### src/rtl/fifo_word_byte_serializer.sv
// Pops 32-bit words from a falling-edge FIFO and streams them out as bytes over valid/ready.
// The read enable is issued only when a whole word can be captured and shifted out.
module fifo_word_byte_serializer #(
    parameter bit LSB_FIRST   = 1'b1,
    parameter int COUNT_WIDTH = 16
) (
    input  logic                   Clk_In,
    input  logic                   Reset_In,
    input  logic                   Enable_In,
    input  logic [31:0]            Fifo_Data_In,
    input  logic                   Fifo_Empty_In,
    output logic                   Fifo_Read_Enable_Out,
    output logic [7:0]             Byte_Out,
    output logic                   Byte_Valid_Out,
    input  logic                   Byte_Ready_In,
    output logic                   Busy_Out,
    output logic [COUNT_WIDTH-1:0] Word_Count_Out
);

    typedef enum logic [1:0] {
        ST_IDLE,
        ST_REQ,
        ST_SEND
    } state_t;

    state_t                 r_state;
    state_t                 w_state_next;
    logic [31:0]            r_shift;
    logic [31:0]            w_shift_next;
    logic [1:0]             r_index;
    logic [1:0]             w_index_next;
    logic [7:0]             r_byte;
    logic [7:0]             w_byte_next;
    logic                   r_valid;
    logic                   w_valid_next;
    logic                   r_rd_en;
    logic                   w_rd_en_next;
    logic                   r_busy;
    logic                   w_busy_next;
    logic [COUNT_WIDTH-1:0] r_count;
    logic [COUNT_WIDTH-1:0] w_count_next;

    logic w_start;
    logic w_accept;
    logic w_last_byte;

    assign w_start     = Enable_In && !Fifo_Empty_In;
    assign w_accept    = (r_state == ST_SEND) && r_valid && Byte_Ready_In;
    assign w_last_byte = (r_index == 2'd3);

    function automatic logic [7:0] head_byte(input logic [31:0] word);
        return LSB_FIRST ? word[7:0] : word[31:24];
    endfunction

    function automatic logic [31:0] drop_byte(input logic [31:0] word);
        return LSB_FIRST ? {8'h00, word[31:8]} : {word[23:0], 8'h00};
    endfunction

    // NOTE: asynchronous reset belongs in the sensitivity list; state uses <= so all
    // registers update together from values computed in the same cycle.
    always_ff @(posedge Clk_In or posedge Reset_In) begin
        if (Reset_In) begin
            r_state <= ST_IDLE;
            r_shift <= '0;
            r_index <= '0;
            r_byte  <= '0;
            r_valid <= 1'b0;
            r_rd_en <= 1'b0;
            r_busy  <= 1'b0;
            r_count <= '0;
        end else begin
            r_state <= w_state_next;
            r_shift <= w_shift_next;
            r_index <= w_index_next;
            r_byte  <= w_byte_next;
            r_valid <= w_valid_next;
            r_rd_en <= w_rd_en_next;
            r_busy  <= w_busy_next;
            r_count <= w_count_next;
        end
    end

    // NOTE: every comb output gets a default first so no path can infer a latch.
    always_comb begin
        w_state_next = r_state;
        case (r_state)
            ST_IDLE: if (w_start) w_state_next = ST_REQ;
            ST_REQ:  w_state_next = ST_SEND;
            ST_SEND: begin
                if (w_accept && w_last_byte) begin
                    w_state_next = w_start ? ST_REQ : ST_IDLE;
                end
            end
            default: w_state_next = ST_IDLE;
        endcase
    end

    // Computes next values for the registered outputs; the read request is high exactly
    // for the one cycle spent in REQ, which is when the FIFO presents its word.
    always_comb begin
        w_shift_next = r_shift;
        w_index_next = r_index;
        w_byte_next  = r_byte;
        w_valid_next = r_valid;
        w_count_next = r_count;
        w_rd_en_next = (w_state_next == ST_REQ);
        w_busy_next  = (w_state_next != ST_IDLE);
        case (r_state)
            ST_REQ: begin
                w_shift_next = drop_byte(Fifo_Data_In);
                w_byte_next  = head_byte(Fifo_Data_In);
                w_index_next = 2'd0;
                w_valid_next = 1'b1;
            end
            ST_SEND: begin
                if (w_accept) begin
                    if (w_last_byte) begin
                        w_valid_next = 1'b0;
                        w_count_next = r_count + COUNT_WIDTH'(1);
                    end else begin
                        w_byte_next  = head_byte(r_shift);
                        w_shift_next = drop_byte(r_shift);
                        w_index_next = r_index + 2'd1;
                    end
                end
            end
            default: ;
        endcase
    end

    assign Fifo_Read_Enable_Out = r_rd_en;
    assign Byte_Out             = r_byte;
    assign Byte_Valid_Out       = r_valid;
    assign Busy_Out             = r_busy;
    assign Word_Count_Out       = r_count;

endmodule
### config.mk
export PLATFORM = sky130hd
export DESIGN_NAME = fifo_word_byte_serializer
export DESIGN_NICKNAME = d
export VERILOG_FILES = /design/src/rtl/fifo_word_byte_serializer.sv
export SDC_FILE = /design/constraint.sdc
export NUM_CORES = 1
export LEC_CHECK = 0
export CORE_UTILIZATION = 45
export DETAILED_ROUTE_END_ITERATION = 10
export DONT_BUFFER_PORTS = 1
export PLACE_DENSITY_LB_ADDON = 0.2
export SYNTH_ARGS = -nofsm -noshare
export SYNTH_HDL_FRONTEND = slang
export SYNTH_SLANG_ARGS = --single-unit
### constraint.sdc
create_clock -name Clk_In -period 2.2 [get_ports Clk_In]
set_clock_uncertainty 0.2 [all_clocks]
set_input_delay 0.44 -clock Clk_In [delete_from_list [all_inputs] [get_ports Clk_In]]
set_output_delay 0.44 -clock Clk_In [all_outputs]
set_load 0.005 [all_outputs]
After elaboration in Yosys (flattened, before gate mapping) --
Cells that the tools add are included.
Storage, ports and cells: register bits after elaboration 63, output and inout bits 27, logic and storage cells 44
Cells by class: eq/ne operators 7, reduce and logical (&&, ||, !) cells 11, add/subtract/negate cells 2, multiplexer cells 16
Operators by type and width (number):
- 32-bit two-way mux | 2
- 32-bit case mux with 2 select lines | 1
- 16-bit by 1-bit adder with 16-bit output, second input constant | 1
- 8-bit two-way mux | 2
- 8-bit case mux with 2 select lines | 1
- 3-bit AND reduction | 3
- 2-bit two-way mux | 4
- 2-bit != test, second input constant | 3
- 2-bit case mux with 3 select lines | 1
- 2-bit by 1-bit equality test with 1-bit output, second input constant | 2
- 2-bit equality test, second input constant | 2
- 1-bit logical AND | 4
- 2-bit case mux with 2 select lines | 1
- 2-bit nonzero test | 2
- 1-bit two-way mux | 3
- 2-bit by 1-bit adder with 2-bit output, second input constant | 1
- 2-bit zero test | 1
- 1-bit case mux with 2 select lines | 1
- 1-bit zero test | 1

Longest topological paths before layout --
word-level depth 7, depth in mapped cells 7

Worst setup path before layout --
No wires, ideal clock.
path kind reg-to-reg, start register r_index[0], end register r_shift[10], data arrival time 1423 ps, required time 1868 ps, period minus slack after synthesis 1755 ps, slack 445 ps, cell stages (with the launch flop) 8, cell sequence dfrtp_1 -> ha_1 -> nand3b_1 -> o21a_1 -> buf_4 -> buf_2 -> nand2_1 -> o21ai_1
On the way: longest elaborated chain between the ends 3
Ends and longest elaborated chain:
- from (decl) | RTL line 30 | logic [1:0] r_index;
- from (signal assigned) | RTL line 74 | r_index <= w_index_next;
- 2-bit equality test | RTL line 49 | assign w_last_byte = (r_index == 2'd3);
- 2-bit != test (no line)
- 3-bit AND reduction (no line)
- to (signal assigned) | RTL line 73 | r_shift <= w_shift_next;
- to (decl) | RTL line 28 | logic [31:0] r_shift;
No other way between the ends. A chain may end at the register's enable or synchronous reset.

Final worst setup path --
start register r_state[0], end register r_shift[5]
On the way: longest elaborated chain between the ends 5, elaborated cells between the ends (all ways) 9, those cells by class eq/ne (4); mux (1); reduce/logical (4)
Ends and longest elaborated chain:
- from (decl) | RTL line 26 | state_t r_state;
- from (signal assigned) | RTL line 72 | r_state <= w_state_next;
- 2-bit equality test | RTL line 48, 108
- 1-bit logical AND (2 in series) | RTL line 48 | assign w_accept = (r_state == ST_SEND) && r_valid && Byte_Ready_In;
- 2-bit != test (no line)
- 3-bit AND reduction (no line)
Parallel ways exist; a longest one is shown, timed or not.

==> summary.txt <==
STA
  • Final hold vios: 0
  • Fmax: 498 MHz
  • Setup_tns: 0 ns
  • Minimum clock period after layout: 2.01 ns
  • Worst-Margin Slew: around 0.54 ns
  • Max-slew headroom at the worst pin: 0.641
  • RSZ-0062 raised after global routing: no
  • Final worst-path cycle share: 0.912
  • Setup-failing EPs final: 0
  • Fin. max-slew vios: 0
  • Final setup margin: 0.193 ns

CTS
  • CTS H-tree lvls: 2
  • Clk slew on worst S/H paths: around 0.09 ns
  • CTS tree: yes
  • Worst-Skew Late Latency: 0.30 ns
  • Root Driver: clkbuf_8
  • TritonCTS Sinks: 55
  • Max clock buf depth: 2
  • CTS Buf Count: 5

Die
  • Ports: 64
  • Die width: 76.3 µm
  • CORE AREA: around 5200 µm²
  • Rows: 26
  • Die area: 5830 µm²
  • Die height: 76.3 µm
  • Initial Util: 0.478

Synthesis
  • Mapped Area: around 2500 µm²
  • Top post-synthesis cells by area: dfrtp_1 55%, mux2i_1 9.7%, nand2_1 7.2%
  • Mean Syn Cell Area: 10.8 µm²
  • Synthesis Warnings: 0
  • Top FF cell, synth: dfrtp_1
  • Yosys top cell area share: 0.554
  • Yosys cell types: 38
  • #FFs+latches synth: 55
  • Syn_nets: 269
  • Synth Instances: 230
  • Area leader, netlist: dfrtp_1
  • EDFF count, synth: 0
  • Synth async-reset ratio: 1.00
  • Seq/Total Area, Yosys: 0.554

Min path
  • Min-Delay Path Class: input pin to register

Routing
  • Vias: 1528
  • Routed vias/inst: 5.09
  • DRC viols: 0
  • Routed WL: 4380 µm
  • Initial drt markers: between 70 and 80
  • Pre-Repair DR Iteration Count: 4
  • Final antenna-violating net count: 0
  • Drt wl/cell: around 15 µm

Finish
  • Most common cell after layout, fill and taps aside: dfrtp_1
  • Most frequent cells in the layout: 55 x dfrtp_1, 48 x nand2_1, 24 x mux2i_1, 24 x o21ai_1, 14 x nand3_1
  • Post-layout nets: 270
  • Layout area overhead: 5.89%
  • Number of diodes: 0
  • Fraction of layout cells with a size suffix above 1: 0.0783

Setup path
  • Setup CP Type: register to register
  • Max FO, Critical Path: 22
  • CP max-delay cell: dfrtp_1
  • Worst setup EP type: register
  • Slowest cell delay on critical path: 0.51 ns
  • Worst-path cell chain: nand2b_2, buf_6, buf_4, mux2i_1, o21ai_1
  • Startpoint types: register
  • Req. time, crit path: 2.17 ns
  • Arr. time, crit path: 1.97 ns

Power
  • Internal power: 0.00198 W
  • Comb pwr share: 0.327
  • Sequential power share: 0.509
  • Worst vdd ir: 0.476 mV
  • Net Sw Frac: 0.355
  • Clk pwr share: 0.164
  • Psw: 0.00109 W
  • Leakage power: 1.29 nW
  • PD cells: 1160 nW/µm²

Placed design
  • Final HPWL DP: between 3000 and 4000 µm
  • Dpl ws: between 0.09 and 0.1 ns
  • Routability-driven placement congestion ratio: 0.766
  • Number of port buffers: 0

Global routing
  • Total grt overflow: 0
  • Vias in the first global route: 1549
  • Total GRT Usage: 0.165
  • Largest net degree at the start of global routing: 57
  • First-pass GRT wire length: between 7000 and 8000 µm
  • Initial antenna violation count: 0

Run
  • Max cap viols: 0

Outcome
  • Status: completed
-- state kept, by name, summed over array words and instances, names as in the netlist --
signal                count
r_shift                  24
r_state                   2
Byte_Valid_Out            1
r_index                   2
Fifo_Read_Enable_Out      1
Busy_Out                  1
Word_Count_Out           16
Byte_Out                  8
-- cell type report --
class,count,area (µm²)
fill,503,2570
sequential,55,1380
multi-input combinational,162,1040
tap,70,87.6
clock buffer,6,72.6
timing repair buffer,4,48.8
inverter,3,11.3
-- synth_stat cells (2+ instances only) --
master / instances
a22o_1: 2
and3_1: 2
ha_1: 2
o21ai_0: 2
nand2_1: 48
mux2i_1: 24
inv_1: 3
buf_4: 6
o21ai_1: 24
nand3_1: 14
a21oi_1: 4
buf_2: 2
xor2_1: 4
dfrtp_1: 55
nor2_1: 3
nand4_1: 3
xnor2_1: 11
-- final timing paths --
check | to | startpoint | slack (ns) | cells after the start
worst max-delay path | r_shift[5] | r_state[0] | 0.19 | 5
worst min-delay path | r_shift[17] | Fifo_Data_In[25] | 0.06 | 2
worst max register to register | r_shift[5] | r_state[0] | 0.19 | 5
worst min register to register | r_shift[22] | r_shift[22] | 0.27 | 2
max in group asynchronous | Byte_Out[7] | Reset_In | 1.12 | 3
min in group asynchronous | r_index[0] | Reset_In | 0.45 | 3
-- logic make-up after synthesis --
kind of cell	Yosys count	synth area share
AO/OA/AOI/OAI	36	0.0800
XOR/XNOR	15	0.0528
adder cells (fa/ha/maj)	2	0.0101
buffers and inverters	13	0.0327
flip-flops	55	0.554
multiplexers	25	0.101
AND/OR/NAND/NOR	84	0.170
-- worst max-delay path, delay by kind of cell (launching register included) --
kind / cells / cell delay [ns]
buffers and inverters: 2 / 0.56
and+or+nand+nor: 1 / 0.28
DFF: 1 / 0.51
AOI/OAI and AO/OA: 1 / 0.08
muxes: 1 / 0.26
-- stage by stage --
| step | instances | total power [W] | area, µm² | utilization | hold slack, ns |
|---|---|---|---|---|---|
| after floorplan | 230 | 0.00244 | 2490 | - | 0.238 |
| after global placement | 293 | 0.00255 | 2540 | 0.488 | 0.204 |
| after detailed placement | 293 | 0.00259 | 2540 | 0.488 | 0.207 |
| after CTS | 300 | 0.00310 | 2620 | 0.504 | 0.0523 |
| after global routing | 300 | 0.00336 | 2630 | 0.506 | 0.0563 |
| final | 300 | 0.00306 | 2630 | 0.506 | 0.0629 |
-- layer usage --
metal	share of wire	up-vias	GRT usage
li1	-	783	-
met1	0.48	700	0.230
met2	0.44	39	0.241
met3	0.066	6	0.0563
met4	0.013	0	0.0519
met5	0	-	0
-- power by group through the flow --
stage | Combinational (W) | Clock, W | Sequential (W)
2_1_floorplan | 0.000915 | 0 | 0.00152
3_3_place_gp | 0.000972 | 0 | 0.00158
3_5_place_dp | 0.000998 | 0 | 0.00159
4_1_cts | 0.00100 | 0.000533 | 0.00157
5_1_grt | 0.00117 | 0.000577 | 0.00161
6_report | 0.00100 | 0.000502 | 0.00156
-- what timing repair did --
item | CTS | global route
endpoints found under the hold margin | 55 | 0
setup buffers | 0 | 0
setup endpoints to repair | 0 | 32
resized for setup | 0 | 2
hold buffers | 1 | 0
Note: power is estimated with default switching activity, not from simulation.
